**config.mk**
```make
export PLATFORM = sky130hd
export DESIGN_NAME = gamecube_word_transmitter_flat
export DESIGN_NICKNAME = d
export VERILOG_FILES = /design/src/rtl/gamecube_word_transmitter_if.sv /design/src/rtl/gamecube_word_transmitter.sv /design/src/flat_wrapper.sv
export SDC_FILE = /design/constraint.sdc
export NUM_CORES = 1
export LEC_CHECK = 0
export ABC_AREA = 1
export BUFFER_PORTS_ARGS = -buffer_cell sky130_fd_sc_hd__buf_2
export CAP_MARGIN = 5
export CELL_PAD_IN_SITES_DETAIL_PLACEMENT = 2
export CELL_PAD_IN_SITES_GLOBAL_PLACEMENT = 2
export CORE_AREA = 10 10 98 100
export CTS_BUF_LIST = sky130_fd_sc_hd__clkbuf_8
export DETAILED_ROUTE_END_ITERATION = 10
export DIE_AREA = 0 0 108 110
export PLACE_DENSITY = 0.79
export SETUP_SLACK_MARGIN = 0.5
export SKIP_CTS_REPAIR_TIMING = 1
export SYNTH_ARGS = -nofsm -noshare
export SYNTH_HDL_FRONTEND = slang
export SYNTH_SLANG_ARGS = --single-unit
```
**constraint.sdc**
```tcl
create_clock -name i_clk -period 1.55 [get_ports i_clk]
set_clock_uncertainty 0.05 [all_clocks]
set_input_delay 0.155 -clock i_clk [delete_from_list [all_inputs] [get_ports i_clk]]
set_output_delay 0.155 -clock i_clk [all_outputs]
set_load 0.03 [all_outputs]
```
**src/rtl/gamecube_word_transmitter_if.sv**
```systemverilog
// Host-side bundle for the GameCube word transmitter.
// Host drives i_start/i_data/i_len/i_stop_en. The transmitter returns
// o_dataline/o_busy/o_done.
//   slave  : transmitter side (takes the request, drives the line)
//   master : host side
interface gamecube_word_transmitter_if #(
  parameter  int WORD_BITS = 24,
  localparam int LEN_W     = $clog2(WORD_BITS + 1)
);
  logic                 i_start;
  logic [WORD_BITS-1:0] i_data;
  logic [LEN_W-1:0]     i_len;
  logic                 i_stop_en;
  logic                 o_dataline;
  logic                 o_busy;
  logic                 o_done;

  modport slave (
    input  i_start, i_data, i_len, i_stop_en,
    output o_dataline, o_busy, o_done
  );

  modport master (
    output i_start, i_data, i_len, i_stop_en,
    input  o_dataline, o_busy, o_done
  );
endinterface

```
**src/rtl/gamecube_word_transmitter.sv**
```systemverilog
// Serialises a variable-length word onto the GameCube DATALINE, MSB first.
// Every bit is a 4-slot cell: low / bit / bit / high. An optional stop bit
// can be appended, and it is sent as a '1' cell. Each slot lasts
// QUARTER_CYCLES clocks.
// Ports:
//   i_clk  : system clock, rising edge
//   i_rst  : synchronous reset, active high
//   bus    : request (start/data/len/stop_en) in; dataline/busy/done out
module gamecube_word_transmitter #(
  parameter  int WORD_BITS      = 24,
  parameter  int QUARTER_CYCLES = 1,
  localparam int LEN_W          = $clog2(WORD_BITS + 1)
) (
  input  logic                          i_clk,
  input  logic                          i_rst,
  gamecube_word_transmitter_if.slave    bus
);
  localparam int              QW      = (QUARTER_CYCLES > 1) ? $clog2(QUARTER_CYCLES) : 1;
  localparam logic [QW-1:0]   Q_LAST  = QW'(QUARTER_CYCLES - 1);
  localparam logic [LEN_W-1:0] LEN_MAX = LEN_W'(WORD_BITS);

  typedef enum logic [1:0] {S_IDLE, S_DATA, S_STOP} state_t;

  state_t               r_state,    w_state_n;
  logic [QW-1:0]        r_qcnt,     w_qcnt_n;
  logic [1:0]           r_slot,     w_slot_n;
  logic [LEN_W-1:0]     r_bits,     w_bits_n;
  logic [WORD_BITS-1:0] r_shift,    w_shift_n;
  logic                 r_stop_en,  w_stop_n;
  logic                 r_dataline, w_line_n;
  logic                 r_busy,     w_busy_n;
  logic                 r_done,     w_done_n;

  logic [LEN_W-1:0]     w_len_c;
  logic                 w_bit;
  logic                 w_slot_end;

  always_ff @(posedge i_clk) begin
    if (i_rst) begin
      r_state    <= S_IDLE;
      r_qcnt     <= '0;
      r_slot     <= '0;
      r_bits     <= '0;
      r_shift    <= '0;
      r_stop_en  <= 1'b0;
      r_dataline <= 1'b1;
      r_busy     <= 1'b0;
      r_done     <= 1'b0;
    end else begin
      r_state    <= w_state_n;
      r_qcnt     <= w_qcnt_n;
      r_slot     <= w_slot_n;
      r_bits     <= w_bits_n;
      r_shift    <= w_shift_n;
      r_stop_en  <= w_stop_n;
      r_dataline <= w_line_n;
      r_busy     <= w_busy_n;
      r_done     <= w_done_n;
    end
  end

  assign w_len_c    = (bus.i_len > LEN_MAX) ? LEN_MAX : bus.i_len;
  // The stop cell has the same waveform as a data '1'.
  assign w_bit      = (r_state == S_STOP) | r_shift[WORD_BITS-1];
  assign w_slot_end = (r_qcnt == Q_LAST);

  // The outputs are registered, so the logic below works out the line level
  // for the slot that is about to begin.
  always_comb begin
    w_state_n = r_state;
    w_qcnt_n  = r_qcnt;
    w_slot_n  = r_slot;
    w_bits_n  = r_bits;
    w_shift_n = r_shift;
    w_stop_n  = r_stop_en;
    w_line_n  = r_dataline;
    w_busy_n  = r_busy;
    w_done_n  = 1'b0;
    unique case (r_state)
      S_IDLE: begin
        if (bus.i_start) begin
          w_shift_n = bus.i_data;
          w_bits_n  = w_len_c;
          w_stop_n  = bus.i_stop_en;
          w_qcnt_n  = '0;
          w_slot_n  = '0;
          if (w_len_c != '0) begin
            w_state_n = S_DATA;
            w_line_n  = 1'b0;
            w_busy_n  = 1'b1;
          end else if (bus.i_stop_en) begin
            w_state_n = S_STOP;
            w_line_n  = 1'b0;
            w_busy_n  = 1'b1;
          end else begin
            // An empty frame never occupies the line; it only reports completion.
            w_done_n  = 1'b1;
          end
        end
      end
      S_DATA, S_STOP: begin
        if (!w_slot_end) begin
          w_qcnt_n = r_qcnt + QW'(1);
        end else begin
          w_qcnt_n = '0;
          w_slot_n = r_slot + 2'd1;
          unique case (r_slot)
            2'd0, 2'd1: w_line_n = w_bit;
            2'd2:       w_line_n = 1'b1;
            default: begin
              // The cell is complete. Continue with the next data bit, the
              // stop bit, or finish the frame.
              w_line_n = 1'b0;
              if (r_state == S_DATA && r_bits != LEN_W'(1)) begin
                w_shift_n = r_shift << 1;
                w_bits_n  = r_bits - LEN_W'(1);
              end else if (r_state == S_DATA && r_stop_en) begin
                w_bits_n  = '0;
                w_state_n = S_STOP;
              end else begin
                w_bits_n  = '0;
                w_state_n = S_IDLE;
                w_line_n  = 1'b1;
                w_busy_n  = 1'b0;
                w_done_n  = 1'b1;
              end
            end
          endcase
        end
      end
      default: begin
        w_state_n = S_IDLE;
        w_line_n  = 1'b1;
        w_busy_n  = 1'b0;
      end
    endcase
  end

  assign bus.o_dataline = r_dataline;
  assign bus.o_busy     = r_busy;
  assign bus.o_done     = r_done;
endmodule
```
**src/flat_wrapper.sv**
```systemverilog
// flat-port wrapper written by rule: the top's interface ports become plain ports
module gamecube_word_transmitter_flat 
#(
  parameter  int WORD_BITS      = 24,
  parameter  int QUARTER_CYCLES = 1,
  localparam int LEN_W          = $clog2(WORD_BITS + 1)
)
  (i_clk, i_rst, bus_i_start, bus_i_data, bus_i_len, bus_i_stop_en, bus_o_dataline, bus_o_busy, bus_o_done);
  gamecube_word_transmitter_if #(.WORD_BITS(WORD_BITS)) bus_i ();
  input  logic i_clk;
  input  logic i_rst;
  input wire logic [$bits(bus_i.i_start)-1:0] bus_i_start;
  input wire logic [$bits(bus_i.i_data)-1:0] bus_i_data;
  input wire logic [$bits(bus_i.i_len)-1:0] bus_i_len;
  input wire logic [$bits(bus_i.i_stop_en)-1:0] bus_i_stop_en;
  output wire logic [$bits(bus_i.o_dataline)-1:0] bus_o_dataline;
  output wire logic [$bits(bus_i.o_busy)-1:0] bus_o_busy;
  output wire logic [$bits(bus_i.o_done)-1:0] bus_o_done;
  assign bus_i.i_start = bus_i_start;
  assign bus_i.i_data = bus_i_data;
  assign bus_i.i_len = bus_i_len;
  assign bus_i.i_stop_en = bus_i_stop_en;
  assign bus_o_dataline = bus_i.o_dataline;
  assign bus_o_busy = bus_i.o_busy;
  assign bus_o_done = bus_i.o_done;
  gamecube_word_transmitter #(.WORD_BITS(WORD_BITS), .QUARTER_CYCLES(QUARTER_CYCLES)) u_core (.i_clk(i_clk), .i_rst(i_rst), .bus(bus_i));
endmodule
```
==> results.sh <==
export IMPL_status="finished with violations"
export IMPL_violations="setup timing"
export IMPL_antenna_found_initial=0
export IMPL_crit_fanout=6
export IMPL_grt_pass1_vias=2410
export IMPL_synth_compound_area_share_pct=11.53
export IMPL_cts_num_sinks=37
export IMPL_clockBufferDepth=2
export IMPL_synth_cell_types=30
export IMPL_seq_area_frac_synth_pct=35.56
export IMPL_synthSimpleGateAreaFrac_pct=38.32
export IMPL_arrival_ns=1.81
export IMPL_layout_commonest_cell="nand2_1"
export IMPL_placed_cells=448
export IMPL_instances_no_fill=467
export IMPL_synth_top_family_by_area="simple AND/OR/NAND/NOR gates"
export IMPL_worst_ep_required_time_ns=1.69
export IMPL_power_mw=6.851
export IMPL_syn_to_final_growth_pct=41.74
export IMPL_cell_internal_pwr_mw=3.651
export IMPL_drt_pass1_iterations=4
export IMPL_timing_hold_ws_ns=0.03917
export IMPL_drv_cap=0
export IMPL_syn_num_nets=349
export IMPL_rsz0062_at_grt="true"
export IMPL_fin_crit_ns=1.672
export IMPL_dp_hpwl_um=5257
export IMPL_io_pins=36
export IMPL_drc=0
export IMPL_power_density_nw_per_um2=2320
export IMPL_fillers=908
export IMPL_numCtsBuffers=5
export IMPL_port_buffers=35
export IMPL_worst_slew_pin_slew_ns=0.3896
export IMPL_placementRows=32
export IMPL_first_iter_violations=79
export IMPL_gp_congestion=0.7518
export IMPL_timing_fmax_mhz=598.1
export IMPL_vias=2216
export IMPL_p_clk_share_pct=13.2
export IMPL_synth_fa_ha_area_share_pct=4.204
export IMPL_timing_final_ws_setup_ns=-0.1220
export IMPL_synth_mux_area_share_pct=0
export IMPL_diodes=0
export IMPL_hold_path_class="input pin to flop"
export IMPL_die_height_um=110
export IMPL_syn_avg_cell_area_um2=6.742
export IMPL_ant_nets=0
export IMPL_p_leak_nw=1.375
export IMPL_place_ws_ns=-0.1031
export IMPL_ff2ff_path_depth=9
export IMPL_core_um2=7647
export IMPL_path_clk_slew_ns=0.08
export IMPL_slew_violations=0
export IMPL_finalNetCount=404
export IMPL_fin_util_pct=38.61
export IMPL_ys_warn_count=0
export IMPL_die_x_um=108
export IMPL_cts_htree_levels=2
export IMPL_drive_above_1_share_pct=41.37
export IMPL_grt_pass1_wl_um=11230
export IMPL_setup_viol=25
export IMPL_combPwrFrac_pct=64.8
export IMPL_cts_root_buf="clkbuf_8"
export IMPL_seqCellArea_um2=745.7
export IMPL_final_period_utilization_pct=107.9
export IMPL_multi_input_area_um2=1385
export IMPL_ys_seq_elements=37
export IMPL_overflow=0
export IMPL_grt_max_degree=25
export IMPL_cts_tree="built"
export IMPL_p_sw_mw=3.200
export IMPL_crit_type="flop to flop"
export IMPL_final_cell_mix="94 x nand2_1, 37 x nor2_1, 33 x buf_2, 33 x dfxtp_1, 24 x nor2_2"
export IMPL_cp_end_kind="flop"
export IMPL_synth_cells=309
export IMPL_clk_latency_ns=0.30
export IMPL_ir_drop_v=0.0008080
export IMPL_wirelength_um=8103
export IMPL_die_area_um2=11880
export IMPL_initial_core_util_pct=27.24
export IMPL_synth_xor_area_share_pct=1.261
export IMPL_seqPwrFrac_pct=21.9
export IMPL_grtUsageTotal_pct=11.70
export IMPL_syn_cell_area_um2=2083
export IMPL_detail_route_vias_per_cell=4.745
export IMPL_swShare_pct=46.71
export IMPL_wire_per_inst_um=17.35
export IMPL_hold_depth=2
export IMPL_hold_viol=0
export IMPL_worst_setup_path_start_kind="flop"
export IMPL_slew_headroom_pct=74.03
==> cells by family after synthesis <==
logic type	count (synthesis)
xor gates and xnor gates	3
and+or+nand+nor	184
DFF	37
buffers and inverters	34
AOI/OAI and AO/OA	44
adders and majority gates	7
==> synth_stat cells (all sizes together) <==
cell,instances,area (um2)
o211a,1,10.01
ha,7,87.58
o21ai,31,155.2
xor2,1,8.760
a21oi,5,28.78
nand2,106,425.4
o211ai,1,7.510
nor2,65,304.0
a31oi,5,31.28
dfxtp,37,740.7
inv,21,83.83
or2,1,6.260
nand3,10,50.05
o31ai,1,7.510
buf,11,98.84
clkbuf,2,7.510
xnor2,2,17.52
nand4,2,12.51
==> per-stage QoR <==
step / setup TNS [ns] / area (um2)
floorplan: 0 / 2130
global placement: -0.0009182 / 2470
detailed placement: -0.7927 / 2470
CTS: -3.386 / 2586
global route: -3.679 / 2953
finish: -1.709 / 2953
==> final timing paths <==
path                                        start            endpoint  slack (ns)
worst max-delay path            u_core.r_state[0]  u_core.r_shift[11]       -0.12
worst max register to register  u_core.r_state[0]  u_core.r_shift[11]       -0.12
worst min register to register  u_core.bus.o_busy   u_core.bus.o_busy        0.44
worst min-delay path                        i_rst    u_core.r_slot[1]        0.04
==> flip-flops by register name (all words and copies together) (netlist names) <==
name,flops
u_core.r_shift,24
u_core.r_bits,5
u_core.r_slot,2
u_core.r_state,2
u_core.bus.o_busy,1
u_core.bus.o_dataline,1
u_core.bus.o_done,1
u_core.r_stop_en,1
==> worst max-delay path, cell delays in order, from the launching register on <==
cell	delay (ns)
dfxtp_2	0.35
inv_2	0.06
ha_4	0.28
nand2_4	0.08
nand2_4	0.07
nor2_4	0.18
nand2_8	0.12
buf_8	0.16
o21ai_4	0.13
nor2_1	0.07
==> cell type report <==
cell class / count / area share [%]
tap: 102 / 4.322
timing repair buffer: 61 / 16.48
clock buffer: 6 / 2.797
inverter: 21 / 3.093
multi-input combinational: 238 / 46.91
sequential: 37 / 25.25
clock inverter: 2 / 1.144
==> power groups by stage <==
| stage | Sequential, mW | Clock (mW) | Combinational, mW |
|---|---|---|---|
| after floorplan | 1.49 | 0 | 2.48 |
| after CTS | 1.48 | 0.919 | 3.38 |
| after global placement | 1.47 | 0 | 3.17 |
| final | 1.50 | 0.907 | 4.44 |
| after detailed placement | 1.50 | 0 | 3.34 |
| after global routing | 1.54 | 0.952 | 4.88 |
==> per-layer routing <==
metal  vias up  global-route usage [%]  part of all wire, %
met5         -                       0                    0
met2        31                   22.76                   56
li1       1080                       -                    -
met1      1096                   12.50                   40
met3         9                   2.438                  2.8
met4         0                   2.863                  1.7
(Power assumes the default switching activity.)
